`src/rtl/uart_tx_if.sv`:
```
// Producer-to-transmitter byte handshake (STB/DAT in, one-cycle ACK out).
interface uart_tx_if;
    logic       STBi;
    logic [7:0] DATi;
    logic       ACKi;

    modport master (output STBi, output DATi, input ACKi);
    modport slave  (input STBi, input DATi, output ACKi);
endinterface

```
`src/rtl/uart_tx.sv`:
```
// uart_tx: double-buffered 8N1 UART transmitter, LSB first, idle-high TXD.
// Define UART_TX_PARITY_EN to add a parity bit (PARITY_ODD selects sense).
module uart_tx #(
    parameter int unsigned PRESCALER  = 434,
    parameter int unsigned STOP_BITS  = 1,
    parameter int unsigned PARITY_ODD = 0
) (
    input  logic     CLK,
    input  logic     RST_N,
    uart_tx_if.slave prod,
    output logic     TXD,
    output logic     BUSY
);

    if (PRESCALER < 2 || PRESCALER > 65535) begin : g_bad_ps
        $error("uart_tx: PRESCALER out of range");
    end
    if (STOP_BITS < 1 || STOP_BITS > 2 || PARITY_ODD > 1) begin : g_bad_cfg
        $error("uart_tx: STOP_BITS or PARITY_ODD out of range");
    end

`ifdef UART_TX_PARITY_EN
    typedef enum logic [2:0] {IDLE, START, BIT, PARITY, STOP} state_t;
`else
    typedef enum logic [1:0] {IDLE, START, BIT, STOP} state_t;
`endif

    localparam logic [15:0] PS_MAX    = 16'(PRESCALER - 1);
    localparam logic        STOP_LAST = (STOP_BITS == 2);

    state_t      state_q, state_d;
    logic [15:0] ps_q, ps_d;
    logic [2:0]  bit_q, bit_d;
    logic        stop_q, stop_d;
    logic [7:0]  shift_q, shift_d;
    logic [7:0]  hold_q, hold_d;
    logic        hv_q, hv_d;
    logic        ack_q, ack_d;
    logic        txd_q, txd_d;
    logic        busy_q, busy_d;
    logic        tick;
    logic        load;
`ifdef UART_TX_PARITY_EN
    logic        par_q, par_d;
`endif

    always_comb begin
        state_d = state_q;
        ps_d    = ps_q;
        bit_d   = bit_q;
        stop_d  = stop_q;
        shift_d = shift_q;
        hold_d  = hold_q;
        hv_d    = hv_q;
        ack_d   = 1'b0;
        txd_d   = txd_q;
        busy_d  = (state_q != IDLE) || hv_q;
        tick    = (ps_q == 16'd0);
        load    = 1'b0;
`ifdef UART_TX_PARITY_EN
        par_d   = par_q;
`endif

        if (prod.STBi && !hv_q && !ack_q) begin
            hold_d = prod.DATi;
            hv_d   = 1'b1;
            ack_d  = 1'b1;
        end

        if (state_q != IDLE) begin
            ps_d = tick ? PS_MAX : ps_q - 16'd1;
        end

        unique case (state_q)
            IDLE: load = hv_q;
            START: begin
                if (tick) begin
                    state_d = BIT;
                    bit_d   = 3'd0;
                    txd_d   = shift_q[0];
                end
            end
            BIT: begin
                if (tick) begin
                    if (bit_q == 3'd7) begin
`ifdef UART_TX_PARITY_EN
                        state_d = PARITY;
                        txd_d   = par_q;
`else
                        state_d = STOP;
                        stop_d  = 1'b0;
                        txd_d   = 1'b1;
`endif
                    end else begin
                        bit_d   = bit_q + 3'd1;
                        shift_d = {1'b0, shift_q[7:1]};
                        txd_d   = shift_q[1];
                    end
                end
            end
`ifdef UART_TX_PARITY_EN
            PARITY: begin
                if (tick) begin
                    state_d = STOP;
                    stop_d  = 1'b0;
                    txd_d   = 1'b1;
                end
            end
`endif
            STOP: begin
                if (tick) begin
                    if (stop_q != STOP_LAST) begin
                        stop_d = 1'b1;
                    end else if (hv_q) begin
                        load = 1'b1;
                    end else begin
                        state_d = IDLE;
                        txd_d   = 1'b1;
                    end
                end
            end
            default: ;
        endcase

        // A pending byte starts its frame on the very edge the line frees up.
        if (load) begin
            state_d = START;
            txd_d   = 1'b0;
            ps_d    = PS_MAX;
            shift_d = hold_q;
            hv_d    = 1'b0;
`ifdef UART_TX_PARITY_EN
            par_d   = (^hold_q) ^ PARITY_ODD[0];
`endif
        end
    end

    always_ff @(posedge CLK or negedge RST_N) begin
        if (!RST_N) begin
            state_q <= IDLE;
            ps_q    <= PS_MAX;
            bit_q   <= 3'd0;
            stop_q  <= 1'b0;
            shift_q <= 8'd0;
            hold_q  <= 8'd0;
            hv_q    <= 1'b0;
            ack_q   <= 1'b0;
            txd_q   <= 1'b1;
            busy_q  <= 1'b0;
`ifdef UART_TX_PARITY_EN
            par_q   <= 1'b0;
`endif
        end else begin
            state_q <= state_d;
            ps_q    <= ps_d;
            bit_q   <= bit_d;
            stop_q  <= stop_d;
            shift_q <= shift_d;
            hold_q  <= hold_d;
            hv_q    <= hv_d;
            ack_q   <= ack_d;
            txd_q   <= txd_d;
            busy_q  <= busy_d;
`ifdef UART_TX_PARITY_EN
            par_q   <= par_d;
`endif
        end
    end

    assign prod.ACKi = ack_q;
    assign TXD       = txd_q;
    assign BUSY      = busy_q;

endmodule

```
`src/flat_wrapper.sv`:
```
// flat-port wrapper written by rule: the top's interface ports become plain ports
module uart_tx_flat 
#(
    parameter int unsigned PRESCALER  = 434,
    parameter int unsigned STOP_BITS  = 1,
    parameter int unsigned PARITY_ODD = 0
)
  (CLK, RST_N, TXD, BUSY, prod_STBi, prod_DATi, prod_ACKi);
  uart_tx_if prod_i ();
  input  logic CLK;
  input  logic RST_N;
  output logic TXD;
  output logic BUSY;
  input wire logic [$bits(prod_i.STBi)-1:0] prod_STBi;
  input wire logic [$bits(prod_i.DATi)-1:0] prod_DATi;
  output wire logic [$bits(prod_i.ACKi)-1:0] prod_ACKi;
  assign prod_i.STBi = prod_STBi;
  assign prod_i.DATi = prod_DATi;
  assign prod_ACKi = prod_i.ACKi;
  uart_tx #(.PRESCALER(PRESCALER), .STOP_BITS(STOP_BITS), .PARITY_ODD(PARITY_ODD)) u_core (.CLK(CLK), .RST_N(RST_N), .prod(prod_i), .TXD(TXD), .BUSY(BUSY));
endmodule
```
`config.mk`:
```
export PLATFORM = sky130hd
export DESIGN_NAME = uart_tx_flat
export DESIGN_NICKNAME = d
export VERILOG_FILES = /design/src/rtl/uart_tx_if.sv /design/src/rtl/uart_tx.sv /design/src/flat_wrapper.sv
export SDC_FILE = /design/constraint.sdc
export NUM_CORES = 1
export LEC_CHECK = 0
export CAP_MARGIN = 20
export CORE_MARGIN = 4
export CORE_UTILIZATION = 35
export DETAILED_ROUTE_END_ITERATION = 6
export GPL_TIMING_DRIVEN = 0
export PLACE_DENSITY = 0.51
export REMOVE_ABC_BUFFERS = 1
export SETUP_SLACK_MARGIN = 0.3
export SKIP_CTS_REPAIR_TIMING = 1
export SYNTH_ARGS = -nofsm -noshare
export SYNTH_HDL_FRONTEND = slang
export SYNTH_SLANG_ARGS = --single-unit
```
`constraint.sdc`:
```
create_clock -name CLK -period 2.8 [get_ports CLK]
set_clock_uncertainty 0.05 [all_clocks]
set_input_delay 0.84 -clock CLK [delete_from_list [all_inputs] [get_ports CLK]]
set_output_delay 0.84 -clock CLK [all_outputs]
set_load 0.1 [all_outputs]
```
==> run_summary.xml <==
<?xml version="1.0" encoding="UTF-8"?>
<metrics>
  <group name="setup_path">
    <metric name="worst_path_fanout_max" unit="">2</metric>
    <metric name="cp.arrival" unit="ps">1570</metric>
    <metric name="worst-path-stages" unit="">1</metric>
    <metric name="critPathRequiredTime" unit="ps">1910</metric>
    <metric name="ff2ff_path_depth" unit="">7</metric>
    <metric name="cp_top_family" unit="">buffers and inverters</metric>
    <metric name="path_buf_inv" unit="">1</metric>
    <metric name="timing.critical_path.cells" unit="">dlymetal6s2s_1</metric>
    <metric name="setup.worst_path.end_class" unit="">output port</metric>
    <metric name="crit_path_top_delay_cell" unit="">sky130_fd_sc_hd__dlymetal6s2s_1</metric>
    <metric name="worstSetupStartpointType" unit="">flop</metric>
    <metric name="critPathMaxStageDelay" unit="ps">740</metric>
    <metric name="setup.worst_path.class" unit="">flop to output port</metric>
  </group>
  <group name="grt">
    <metric name="gr_usage_total" unit="%">12.0</metric>
    <metric name="globalRoute.totalOverflow" unit="">0</metric>
    <metric name="antenna_found_initial" unit="">0</metric>
    <metric name="grt_start_max_net_pins" unit="">42</metric>
    <metric name="grt_pass1_wl" unit="mm">7.17</metric>
    <metric name="grt_pass1_vias" unit="">1512</metric>
  </group>
  <group name="synthesis">
    <metric name="synth.distinct_cells" unit="">42</metric>
    <metric name="part_of_the_yosys_area_used_for_sequential_elements" unit="%">47.7</metric>
    <metric name="synth_warnings" unit="">0</metric>
    <metric name="post_synth_instance_area" unit="sq um">2170</metric>
    <metric name="async_reset_ff_share" unit="%">100</metric>
    <metric name="postSynthRegisterBits" unit="">41</metric>
    <metric name="synthCells" unit="">194</metric>
    <metric name="synth_flop_cell" unit="">sky130_fd_sc_hd__dfrtp_1</metric>
    <metric name="synth_enable_flop_cells" unit="">0</metric>
    <metric name="synth_area_per_cell" unit="sq um">11.2</metric>
  </group>
  <group name="placed_design">
    <metric name="detailed_place_hpwl" unit="mm">2.81</metric>
    <metric name="place_congestion" unit="">0.764</metric>
    <metric name="buffer_ports.inserted" unit="">13</metric>
    <metric name="dpl.cell_count" unit="">277</metric>
  </group>
  <group name="flow_run">
    <metric name="timing.max_cap.violations" unit="">0</metric>
  </group>
  <group name="detailed_routing">
    <metric name="detail_route.first_pass.iterations" unit="">4</metric>
    <metric name="wl" unit="mm">4.21</metric>
    <metric name="dr_drc_count" unit="">0</metric>
    <metric name="ant_nets" unit="">0</metric>
    <metric name="num_vias" unit="">1491</metric>
    <metric name="wl_per_cell" unit="microns">14.6</metric>
    <metric name="drt-initial-drc-count" unit="">65</metric>
    <metric name="via_per_inst" unit="">5.16</metric>
  </group>
  <group name="worst_hold_path">
    <metric name="holdPathStages" unit="">2</metric>
    <metric name="hold_wc_path_type" unit="">flop to flop</metric>
  </group>
  <group name="clock_tree">
    <metric name="clkSlewWorstSetupHoldPaths" unit="ps">90</metric>
    <metric name="cts_max_path_buffers" unit="">2</metric>
    <metric name="clk_latency" unit="ps">300</metric>
    <metric name="cts_made_buffers" unit="">5</metric>
    <metric name="ctsHtreeMaxLevel" unit="">2</metric>
    <metric name="ctsRootBufferMaster" unit="">sky130_fd_sc_hd__clkbuf_8</metric>
    <metric name="tritoncts_clock_tree" unit="">yes</metric>
    <metric name="tritoncts_num_sinks" unit="">41</metric>
  </group>
  <group name="layout">
    <metric name="finalNonFillerCells" unit="">289</metric>
    <metric name="num-fill-cells" unit="">587</metric>
    <metric name="syn_to_final_growth" unit="%">15.4</metric>
    <metric name="count_of_inserted_antenna_diode_cells" unit="">0</metric>
    <metric name="layout_common_cells" unit="">sky130_fd_sc_hd__dfrtp_1 (35), sky130_fd_sc_hd__nand2_1 (19), sky130_fd_sc_hd__nor2_1 (17)</metric>
    <metric name="final_nets" unit="">233</metric>
    <metric name="drive_above_1_share" unit="%">19.2</metric>
    <metric name="layout.cells.most_common" unit="">sky130_fd_sc_hd__dfrtp_1</metric>
  </group>
  <group name="timing">
    <metric name="upper_clock_frequency_limit" unit="MHz">406</metric>
    <metric name="timing.final.setup_violations" unit="">0</metric>
    <metric name="count_of_pins_over_their_slew_limit" unit="">0</metric>
    <metric name="layout_worst_path_cycle_share" unit="%">88.0</metric>
    <metric name="finalHoldViolCount" unit="">0</metric>
    <metric name="final.hold.worst_slack" unit="ps">429</metric>
    <metric name="post-route-min-period" unit="ps">2460</metric>
    <metric name="grt_setup_unrepaired" unit="">yes</metric>
    <metric name="timing.max_slew.rel_slack" unit="%">35.5</metric>
    <metric name="transition_time_of_the_tightest_slew_check_pin" unit="ps">965</metric>
  </group>
  <group name="pwr">
    <metric name="peak_supply_drop" unit="mV">0.387</metric>
    <metric name="p_leak" unit="nW">1.03</metric>
    <metric name="power-per-cell-area" unit="nW/um^2">968</metric>
  </group>
  <group name="die">
    <metric name="fp-row-count" unit="">28</metric>
    <metric name="initial_utilization" unit="%">36.4</metric>
    <metric name="top_level_ports" unit="">14</metric>
    <metric name="placeable_core_region" unit="sq um">5960</metric>
    <metric name="die_area" unit="sq um">7510</metric>
    <metric name="die_w" unit="microns">86.7</metric>
    <metric name="chipHeight" unit="microns">86.7</metric>
  </group>
  <group name="run_status">
    <metric name="status" unit="">complete, no violations</metric>
  </group>
</metrics>
[metrics by stage]
step	total power [W]	setup TNS, ps	cell area (sq um)	worst slack (ps)	util (%)
after CTS	0.00241	-65.2	2450	-65.2	41.2
after floorplan	0.00178	0	2140	621	-
final	0.00242	0	2500	336	42.0
after global routing	0.00260	0	2500	262	42.0
after detailed placement	0.00200	0	2360	16.5	39.7
after global placement	0.00195	-6510	2360	-174	39.7
[power by group]
part           switching [W]  internal [W]
sequential          0.000221      0.000844
clock               0.000224      0.000175
combinational       0.000552      0.000404
[final cells by class]
cell class,count,area (sq um),area share (%)
sequential,41,1030,41.3
inverter,7,26.3,1.05
tap,75,93.8,3.75
multi-input combinational,141,1090,43.8
timing repair buffer,17,160,6.41
clock buffer,5,68.8,2.75
clock inverter,3,22.5,0.901
[per-layer routing]
| layer | track usage, % | vias up | part of all wire (%) |
|---|---|---|---|
| met1 | 15.1 | 735 | 46 |
| li1 | - | 725 | - |
| met5 | 0 | - | 0 |
| met4 | 4.25 | 0 | 1.3 |
| met2 | 20.0 | 24 | 48 |
| met3 | 2.95 | 7 | 4.1 |
[path summary, 6_finish.rpt]
path | startpoint | end | slack [ps]
worst max-delay path | u_core.TXD$_DFFE_PN1P_ | TXD | 340
worst min register to register | u_core.TXD$_DFFE_PN1P_ | u_core.TXD$_DFFE_PN1P_ | 430
max in group asynchronous | RST_N | u_core.ps_q[9]$_DFFE_PN0P_ | 1500
min in group asynchronous | RST_N | u_core.bit_q[0]$_DFFE_PN0P_ | 620
worst min-delay path | u_core.TXD$_DFFE_PN1P_ | u_core.TXD$_DFFE_PN1P_ | 430
worst max register to register | u_core.state_q[1]$_DFFE_PN0P_ | u_core.ps_q[12]$_DFFE_PN0P_ | 410
[logic make-up (layout without fill, tap and decap cells)]
group / after synthesis / count (layout) / synth area share [%]
compound gates: 39 / 40 / 13.9
xor+xnor: 11 / 11 / 4.45
fa+ha+maj: 9 / 9 / 5.20
buf+inv: 13 / 32 / 2.48
flops: 41 / 41 / 47.7
mux: 16 / 16 / 7.85
simple gates: 65 / 65 / 18.4
[Yosys cell counts (3+ instances only)]
cell	instances	area, sq um
sky130_fd_sc_hd__a21oi_1	8	40.0
sky130_fd_sc_hd__nor3_1	5	25.0
sky130_fd_sc_hd__mux2_2	8	90.1
sky130_fd_sc_hd__inv_1	7	26.3
sky130_fd_sc_hd__nand3b_1	3	22.5
sky130_fd_sc_hd__nor2_1	17	63.8
sky130_fd_sc_hd__dfrtp_1	35	876
sky130_fd_sc_hd__nand2_1	19	71.3
sky130_fd_sc_hd__mux2i_1	8	80.1
sky130_fd_sc_hd__nand3_1	4	20.0
sky130_fd_sc_hd__dfstp_2	6	158
sky130_fd_sc_hd__o21ai_0	12	60.1
sky130_fd_sc_hd__xnor2_1	3	26.3
sky130_fd_sc_hd__o31ai_1	3	22.5
sky130_fd_sc_hd__clkbuf_1	4	15.0
sky130_fd_sc_hd__a22o_1	5	43.8
sky130_fd_sc_hd__xor2_1	8	70.1
sky130_fd_sc_hd__ha_1	9	113
[sequential cells by signal, summed over array words and instances (netlist names)]
name / cells
u_core.shift_q: 8
u_core.hold_q: 8
u_core.ps_q: 16
u_core.prod.ACKi: 1
u_core.BUSY: 1
u_core.hv_q: 1
u_core.TXD: 1
u_core.state_q: 2
u_core.bit_q: 3
No activity file was read; power rests on OpenSTA's default activity.
